## config.mk

```make
export PLATFORM = sky130hd
export DESIGN_NAME = hazard_scoreboard_flat
export DESIGN_NICKNAME = d
export VERILOG_FILES = /design/src/rtl/hazard_scoreboard_if.sv /design/src/rtl/hazard_scoreboard.sv /design/src/flat_wrapper.sv
export SDC_FILE = /design/constraint.sdc
export NUM_CORES = 1
export LEC_CHECK = 0
export ABC_AREA = 1
export CAP_MARGIN = 10
export CELL_PAD_IN_SITES_DETAIL_PLACEMENT = 2
export CELL_PAD_IN_SITES_GLOBAL_PLACEMENT = 2
export CORE_UTILIZATION = 31
export CTS_BUF_LIST = sky130_fd_sc_hd__clkbuf_4
export CTS_CLUSTER_SIZE = 12
export DETAILED_ROUTE_END_ITERATION = 10
export HOLD_SLACK_MARGIN = 0.1
export PLACE_DENSITY_LB_ADDON = 0.1
export SYNTH_ARGS = -nofsm -noshare
export SYNTH_HDL_FRONTEND = slang
export SYNTH_SLANG_ARGS = --single-unit
```

## constraint.sdc

```tcl
create_clock -name clk -period 3.55 [get_ports clk]
set_clock_uncertainty 0.05 [all_clocks]
set_input_delay 0.71 -clock clk [delete_from_list [all_inputs] [get_ports clk]]
set_output_delay 0.71 -clock clk [all_outputs]
set_load 0.03 [all_outputs]
```

## src/rtl/hazard_scoreboard_if.sv

```systemverilog
// hazard_scoreboard_if: ID-stage <-> hazard scoreboard bundle.
//   master : ID-stage control (drives hold/flush and the decoded ID instruction)
//   slave  : hazard_scoreboard (returns stall, EX forward selects, stall count)
// Ports carried: hold, flush, id_valid, id_rs, id_rt, id_use_rs, id_use_rt, id_wr_en,
//   id_wr_reg, id_is_load, id_is_store, stall, fwd_a, fwd_b, fwd_st, stall_cnt.
interface hazard_scoreboard_if #(
  parameter int unsigned AW    = 5,
  parameter int unsigned DEPTH = 3
);
  localparam int unsigned FSEL_W = $clog2(DEPTH + 1);

  logic              hold;
  logic              flush;
  logic              id_valid;
  logic [AW-1:0]     id_rs;
  logic [AW-1:0]     id_rt;
  logic              id_use_rs;
  logic              id_use_rt;
  logic              id_wr_en;
  logic [AW-1:0]     id_wr_reg;
  logic              id_is_load;
  logic              id_is_store;
  logic              stall;
  logic [FSEL_W-1:0] fwd_a;
  logic [FSEL_W-1:0] fwd_b;
  logic              fwd_st;
  logic [15:0]       stall_cnt;

  modport master (
    output hold, flush, id_valid, id_rs, id_rt, id_use_rs, id_use_rt, id_wr_en, id_wr_reg,
           id_is_load, id_is_store,
    input  stall, fwd_a, fwd_b, fwd_st, stall_cnt
  );

  modport slave (
    input  hold, flush, id_valid, id_rs, id_rt, id_use_rs, id_use_rt, id_wr_en, id_wr_reg,
           id_is_load, id_is_store,
    output stall, fwd_a, fwd_b, fwd_st, stall_cnt
  );
endinterface

```

## src/rtl/hazard_scoreboard.sv

```systemverilog
// hazard_scoreboard: load-use hazard detection and EX forwarding-select generation.
// Tracks the destination of every in-flight instruction in a DEPTH-slot shift register
// (slot 1 = EX, slot 2 = MEM, ...). Produces a combinational stall for ID and registered
// operand selects (0 = register file, k = result k slots ahead of EX).
// Ports:
//   clk   : rising-edge clock
//   reset : asynchronous active-low reset
//   sb    : hazard_scoreboard_if.slave (hold, flush, ID instruction in; stall, fwd_a,
//           fwd_b, fwd_st, stall_cnt out)
// Optional feature: define HAZARD_STORE_FWD_EN to let a store's data operand take a load
// result late (WB -> MEM) instead of stalling; otherwise fwd_st is tied to 0.
module hazard_scoreboard #(
  parameter int unsigned AW       = 5,
  parameter int unsigned DEPTH    = 3,
  parameter int unsigned LOAD_LAT = 1
) (
  input logic              clk,
  input logic              reset,
  hazard_scoreboard_if.slave sb
);
  localparam int unsigned FSEL_W = $clog2(DEPTH + 1);
  typedef logic [FSEL_W-1:0] fsel_t;
  localparam fsel_t LoadLatSel = fsel_t'(LOAD_LAT);

  typedef struct packed {
    logic          v;
    logic [AW-1:0] rg;
    logic          ld;
  } slot_t;

  slot_t [DEPTH:1] slot_q, slot_d;
  fsel_t           fwd_a_q, fwd_a_d, fwd_b_q, fwd_b_d;
  logic            fwd_st_q, fwd_st_d;
  logic [15:0]     cnt_q, cnt_d;

  logic  rs_hit, rt_hit, rs_ld, rt_ld;
  fsel_t rs_k, rt_k;
  logic  rs_dep, rt_dep, haz_rs, haz_rt, st_fwd;
  logic  stall, issue;

  // Scan oldest to youngest so the lowest matching slot (youngest producer) wins.
  always_comb begin
    rs_hit = 1'b0;
    rs_ld  = 1'b0;
    rs_k   = '0;
    rt_hit = 1'b0;
    rt_ld  = 1'b0;
    rt_k   = '0;
    for (int k = DEPTH; k >= 1; k--) begin
      if (slot_q[k].v && (slot_q[k].rg == sb.id_rs)) begin
        rs_hit = 1'b1;
        rs_ld  = slot_q[k].ld;
        rs_k   = fsel_t'(k);
      end
      if (slot_q[k].v && (slot_q[k].rg == sb.id_rt)) begin
        rt_hit = 1'b1;
        rt_ld  = slot_q[k].ld;
        rt_k   = fsel_t'(k);
      end
    end
  end

  assign rs_dep = sb.id_use_rs && (sb.id_rs != '0) && rs_hit;
  assign rt_dep = sb.id_use_rt && (sb.id_rt != '0) && rt_hit;

`ifdef HAZARD_STORE_FWD_EN
  // Store data is needed one stage later than a normal operand, so a load that is one
  // cycle short of forwardable can still feed it from WB into MEM.
  assign st_fwd = sb.id_is_store && rt_dep && rt_ld && (rt_k >= LoadLatSel);
`else
  logic unused_store;
  assign unused_store = sb.id_is_store;
  assign st_fwd       = 1'b0;
`endif

  assign haz_rs = rs_dep && rs_ld && (rs_k <= LoadLatSel);
  assign haz_rt = rt_dep && rt_ld && (rt_k <= LoadLatSel) && !st_fwd;
  assign stall  = sb.id_valid && (haz_rs || haz_rt) && !sb.flush;
  assign issue  = sb.id_valid && !stall && !sb.hold && !sb.flush;

  always_comb begin
    slot_d   = slot_q;
    fwd_a_d  = fwd_a_q;
    fwd_b_d  = fwd_b_q;
    fwd_st_d = fwd_st_q;
    cnt_d    = cnt_q;
    // hold freezes everything; a concurrent flush is deferred by upstream until hold drops.
    if (!sb.hold) begin
      for (int k = DEPTH; k >= 2; k--) begin
        slot_d[k] = slot_q[k-1];
      end
      slot_d[1].v  = issue && sb.id_wr_en && (sb.id_wr_reg != '0);
      slot_d[1].rg = sb.id_wr_reg;
      slot_d[1].ld = sb.id_is_load;
      // Kill the instruction moving out of EX.
      if (sb.flush) begin
        slot_d[2].v = 1'b0;
      end
      fwd_a_d  = (issue && rs_dep) ? rs_k : '0;
      fwd_b_d  = (issue && rt_dep && !st_fwd) ? rt_k : '0;
      fwd_st_d = issue && st_fwd;
      if (stall && (cnt_q != 16'hFFFF)) begin
        cnt_d = cnt_q + 16'd1;
      end
    end
  end

  always_ff @(posedge clk or negedge reset) begin
    if (!reset) begin
      slot_q   <= '0;
      fwd_a_q  <= '0;
      fwd_b_q  <= '0;
      fwd_st_q <= 1'b0;
      cnt_q    <= '0;
    end else begin
      slot_q   <= slot_d;
      fwd_a_q  <= fwd_a_d;
      fwd_b_q  <= fwd_b_d;
      fwd_st_q <= fwd_st_d;
      cnt_q    <= cnt_d;
    end
  end

  assign sb.stall     = stall;
  assign sb.fwd_a     = fwd_a_q;
  assign sb.fwd_b     = fwd_b_q;
  assign sb.fwd_st    = fwd_st_q;
  assign sb.stall_cnt = cnt_q;
endmodule

```

## src/flat_wrapper.sv

```systemverilog
// flat-port wrapper written by rule: the top's interface ports become plain ports
module hazard_scoreboard_flat 
#(
  parameter int unsigned AW       = 5,
  parameter int unsigned DEPTH    = 3,
  parameter int unsigned LOAD_LAT = 1
)
  (clk, reset, sb_hold, sb_flush, sb_id_valid, sb_id_rs, sb_id_rt, sb_id_use_rs, sb_id_use_rt, sb_id_wr_en, sb_id_wr_reg, sb_id_is_load, sb_id_is_store, sb_stall, sb_fwd_a, sb_fwd_b, sb_fwd_st, sb_stall_cnt);
  hazard_scoreboard_if #(.AW(AW), .DEPTH(DEPTH)) sb_i ();
  input logic clk;
  input logic reset;
  input wire logic [$bits(sb_i.hold)-1:0] sb_hold;
  input wire logic [$bits(sb_i.flush)-1:0] sb_flush;
  input wire logic [$bits(sb_i.id_valid)-1:0] sb_id_valid;
  input wire logic [$bits(sb_i.id_rs)-1:0] sb_id_rs;
  input wire logic [$bits(sb_i.id_rt)-1:0] sb_id_rt;
  input wire logic [$bits(sb_i.id_use_rs)-1:0] sb_id_use_rs;
  input wire logic [$bits(sb_i.id_use_rt)-1:0] sb_id_use_rt;
  input wire logic [$bits(sb_i.id_wr_en)-1:0] sb_id_wr_en;
  input wire logic [$bits(sb_i.id_wr_reg)-1:0] sb_id_wr_reg;
  input wire logic [$bits(sb_i.id_is_load)-1:0] sb_id_is_load;
  input wire logic [$bits(sb_i.id_is_store)-1:0] sb_id_is_store;
  output wire logic [$bits(sb_i.stall)-1:0] sb_stall;
  output wire logic [$bits(sb_i.fwd_a)-1:0] sb_fwd_a;
  output wire logic [$bits(sb_i.fwd_b)-1:0] sb_fwd_b;
  output wire logic [$bits(sb_i.fwd_st)-1:0] sb_fwd_st;
  output wire logic [$bits(sb_i.stall_cnt)-1:0] sb_stall_cnt;
  assign sb_i.hold = sb_hold;
  assign sb_i.flush = sb_flush;
  assign sb_i.id_valid = sb_id_valid;
  assign sb_i.id_rs = sb_id_rs;
  assign sb_i.id_rt = sb_id_rt;
  assign sb_i.id_use_rs = sb_id_use_rs;
  assign sb_i.id_use_rt = sb_id_use_rt;
  assign sb_i.id_wr_en = sb_id_wr_en;
  assign sb_i.id_wr_reg = sb_id_wr_reg;
  assign sb_i.id_is_load = sb_id_is_load;
  assign sb_i.id_is_store = sb_id_is_store;
  assign sb_stall = sb_i.stall;
  assign sb_fwd_a = sb_i.fwd_a;
  assign sb_fwd_b = sb_i.fwd_b;
  assign sb_fwd_st = sb_i.fwd_st;
  assign sb_stall_cnt = sb_i.stall_cnt;
  hazard_scoreboard #(.AW(AW), .DEPTH(DEPTH), .LOAD_LAT(LOAD_LAT)) u_core (.clk(clk), .reset(reset), .sb(sb_i));
endmodule
```

==> flow_summary.toml <==
[clocking]
cts_root_buf = "clkbuf_4"
cts_tree = "done"
clk_path_buf_depth = 2
clock_latency_ns = 0.36
cts.htree.levels = 2
cts_hold_buf = 0
cts_buffers = 5
clkSinkCount = 39
clk_pin_slew_ns = 0.13

[final_layout]
fillers = 1029
final_cell_mix = "nand2_1, nor2_1, clkdlybuf4s50_1"
drive_above_1_share_pct = 5.495
syn_to_final_growth_pct = 25.44
fin_cells = 557
layout_commonest_cell = "nand2_1"
layout.nets = 480
diodes = 0

[worst_setup_path]
worstSetupStartpointType = "input pin"
cpPeakStageDelay_ns = 0.48
crit_slowest_cell = "clkdlybuf4s50_1"
critPathRequiredTime_ns = 2.79
end_kind = "primary output"
cp.arrival_ns = 2.35
path_class = "input pin to primary output"
cp_max_fo = 4
crit_top_cell = "nand2_1"
regToRegSetupSlack_ns = 1.54
cp_cell_sequence = "clkdlybuf4s50_1 -> inv_1 -> nand2_1 -> nand2_1 -> nand2_1 -> nor2_1 -> nand3_1 -> nand2_2 -> nand2_1 -> inv_1 -> dlymetal6s2s_1"

[yosys]
seq_area_frac_synth_pct = 38.39
synth_cell_types = 27
synth_warnings = 0
syn_avg_cell_area_um2 = 6.340
synth_area_mm2 = 0.002542
synthFlopType = "dfrtp_1"
synth_cells = 401
synth_edf_count = 0
synthArstFlopShare_pct = 100.0
synth_nets = 427
ys_ff_latch = 39

[power_and_ir_drop]
powerDensity_mw_per_mm2 = 285.0
pwr-share-comb_pct = 20.1
p_sw_w = 0.0002947
p_int_w = 0.0006142
leakagePower_nw = 1.706
p_sw_share_pct = 32.43
peakVddDrop_mv = 0.1096
power_frac_clock_pct = 26.2
p_seq_share_pct = 53.7

[routing]
finalWirelength_mm = 8.521
vias_per_cell = 4.795
wl_per_cell_um = 15.30
drc_errors = 0
dr.pass1.iters = 4
ant_nets = 0
drt_iter0_drc = 59
vias = 2671

[floorplanning]
core.rowCount = 32
die_h_um = 92.56
dieArea_mm2 = 0.008567
die_width_um = 92.56
start_util_pct = 32.40
coreArea_mm2 = 0.007848
boundaryPins = 47

[sta]
holdWs_ns = 0.4303
fin_tns_setup_ns = 0
timing.fmax_mhz = 321.7
layout_worst_path_cycle_share_pct = 87.57
setup_viol = 0
rsz0062_at_grt = "no"
maxSlewViolCount = 0
slew_headroom_pct = 36.99
hold_viol = 0
fin_crit_ns = 3.109
worst_pin_slew_ns = 0.9452

[placement]
place.gp.congestion = 0.8285
io_buffer_count = 44
hpwl_mm = 6.709
dp_cells = 549

[global_route]
grt_pass1_wl_mm = 14.30
grt_pass1_vias = 3042
grt_start_max_net_pins = 40
antenna_found_initial = 0
grt_util_all_layers_pct = 21.56
grt.overflow.total = 0

[job]
drv_cap = 0

[outcome]
status = "completed"

[min_path]
hp-class = "input pin to async pin"
[cells by family (layout without fill, tap and decap cells)]
logic type	Yosys count	after routing	synth area share, %
flops	39	39	38.39
simple gates	272	272	43.36
fa+ha+maj	1	1	0.4920
xor+xnor	14	14	4.823
buf+inv	51	105	8.021
compound gates	23	23	4.774
other cells	1	1	0.1475
[cells in the mapped netlist, types with 2 or more instances]
| master | instances | share of area [%] |
|---|---|---|
| nand3_2 | 2 | 0.79 |
| nand4_1 | 6 | 1.5 |
| nor3_1 | 3 | 0.59 |
| a21oi_1 | 4 | 0.79 |
| inv_2 | 4 | 0.59 |
| o31ai_1 | 2 | 0.59 |
| nand2_1 | 193 | 28 |
| nand3_1 | 19 | 3.7 |
| xor2_1 | 8 | 2.8 |
| nor2_1 | 43 | 6.3 |
| xnor2_1 | 6 | 2.1 |
| dfrtp_1 | 39 | 38 |
| clkbuf_1 | 4 | 0.59 |
| and2_1 | 2 | 0.49 |
| inv_1 | 39 | 5.8 |
| o21ai_0 | 16 | 3.1 |
[critical path: cells and delay by family]
| family | cells | cell delay [ns] |
|---|---|---|
| AND/OR/NAND/NOR | 7 | 0.61 |
| buffers and inverters | 4 | 1.02 |
[registers in the layout (all words and copies together) (netlist names)]
name	count
u_core.slot_q	19
u_core.sb.fwd_a	2
u_core.sb.stall_cnt	16
u_core.sb.fwd_b	2
[per-stage QoR]
step / total power (W) / utilization [%] / area [um2] / setup WS [ns]
2_1_floorplan: 0.0005900 / - / 2542 / 1.252
3_3_place_gp: 0.0006736 / 39.94 / 3134 / 0.1107
3_5_place_dp: 0.0006819 / 39.94 / 3134 / 0.04098
4_1_cts: 0.0009263 / 40.61 / 3187 / 0.02297
5_1_grt: 0.0009681 / 40.64 / 3189 / 0.2669
6_report: 0.0009089 / 40.64 / 3189 / 0.4412
[layout make-up]
| cell class | instances | area, um2 | share of cell area (%) |
|---|---|---|---|
| clock buffers | 6 | 45.04 | 1.412 |
| well taps | 102 | 127.6 | 4.002 |
| clock inverters | 2 | 7.507 | 0.2354 |
| repair buffers | 53 | 505.5 | 15.85 |
| inverters | 44 | 165.2 | 5.178 |
| flip-flops and latches | 39 | 975.9 | 30.60 |
| multi-input cells | 311 | 1363 | 42.72 |
[metal layers]
layer | track usage (%) | vias to the layer above | routed length (um)
li1 | - | 1331 | -
met1 | 24.58 | 1289 | 3640
met2 | 41.42 | 41 | 4490
met3 | 2.874 | 10 | 263
met4 | 5.990 | 0 | 126
met5 | 0 | - | 0
[worst paths after layout]
path / start / to / cells after the start
worst max-delay path: sb_id_rt[4] / sb_stall / 11
worst min-delay path: reset / u_core.slot_q[1]$_DFFE_PN0N_ / 1
worst max register to register: u_core.slot_q[5]$_DFFE_PN0N_ / u_core.sb.stall_cnt[6]$_DFFE_PN0P_ / 11
worst min register to register: u_core.sb.fwd_b[1]$_DFFE_PN0N_ / u_core.sb.fwd_b[1]$_DFFE_PN0N_ / 2
max in group asynchronous: reset / u_core.sb.stall_cnt[6]$_DFFE_PN0P_ / 1
min in group clk: u_core.sb.fwd_b[1]$_DFFE_PN0N_ / u_core.sb.fwd_b[1]$_DFFE_PN0N_ / 2
[power by group through the flow]
stage	registers, W	logic [W]	clock network [W]
floorplan	0.000490	0.0000995	0
global placement	0.000496	0.000178	0
detailed placement	0.000497	0.000185	0
CTS	0.000489	0.000186	0.000251
global route	0.000492	0.000207	0.000268
finish	0.000488	0.000183	0.000238
[repair_timing]
action / in CTS / in global routing
gates resized for setup: 0 / 1
setup buffers: 0 / 0
setup endpoints to repair: 0 / 1
Note: power is estimated with default switching activity, not from simulation.
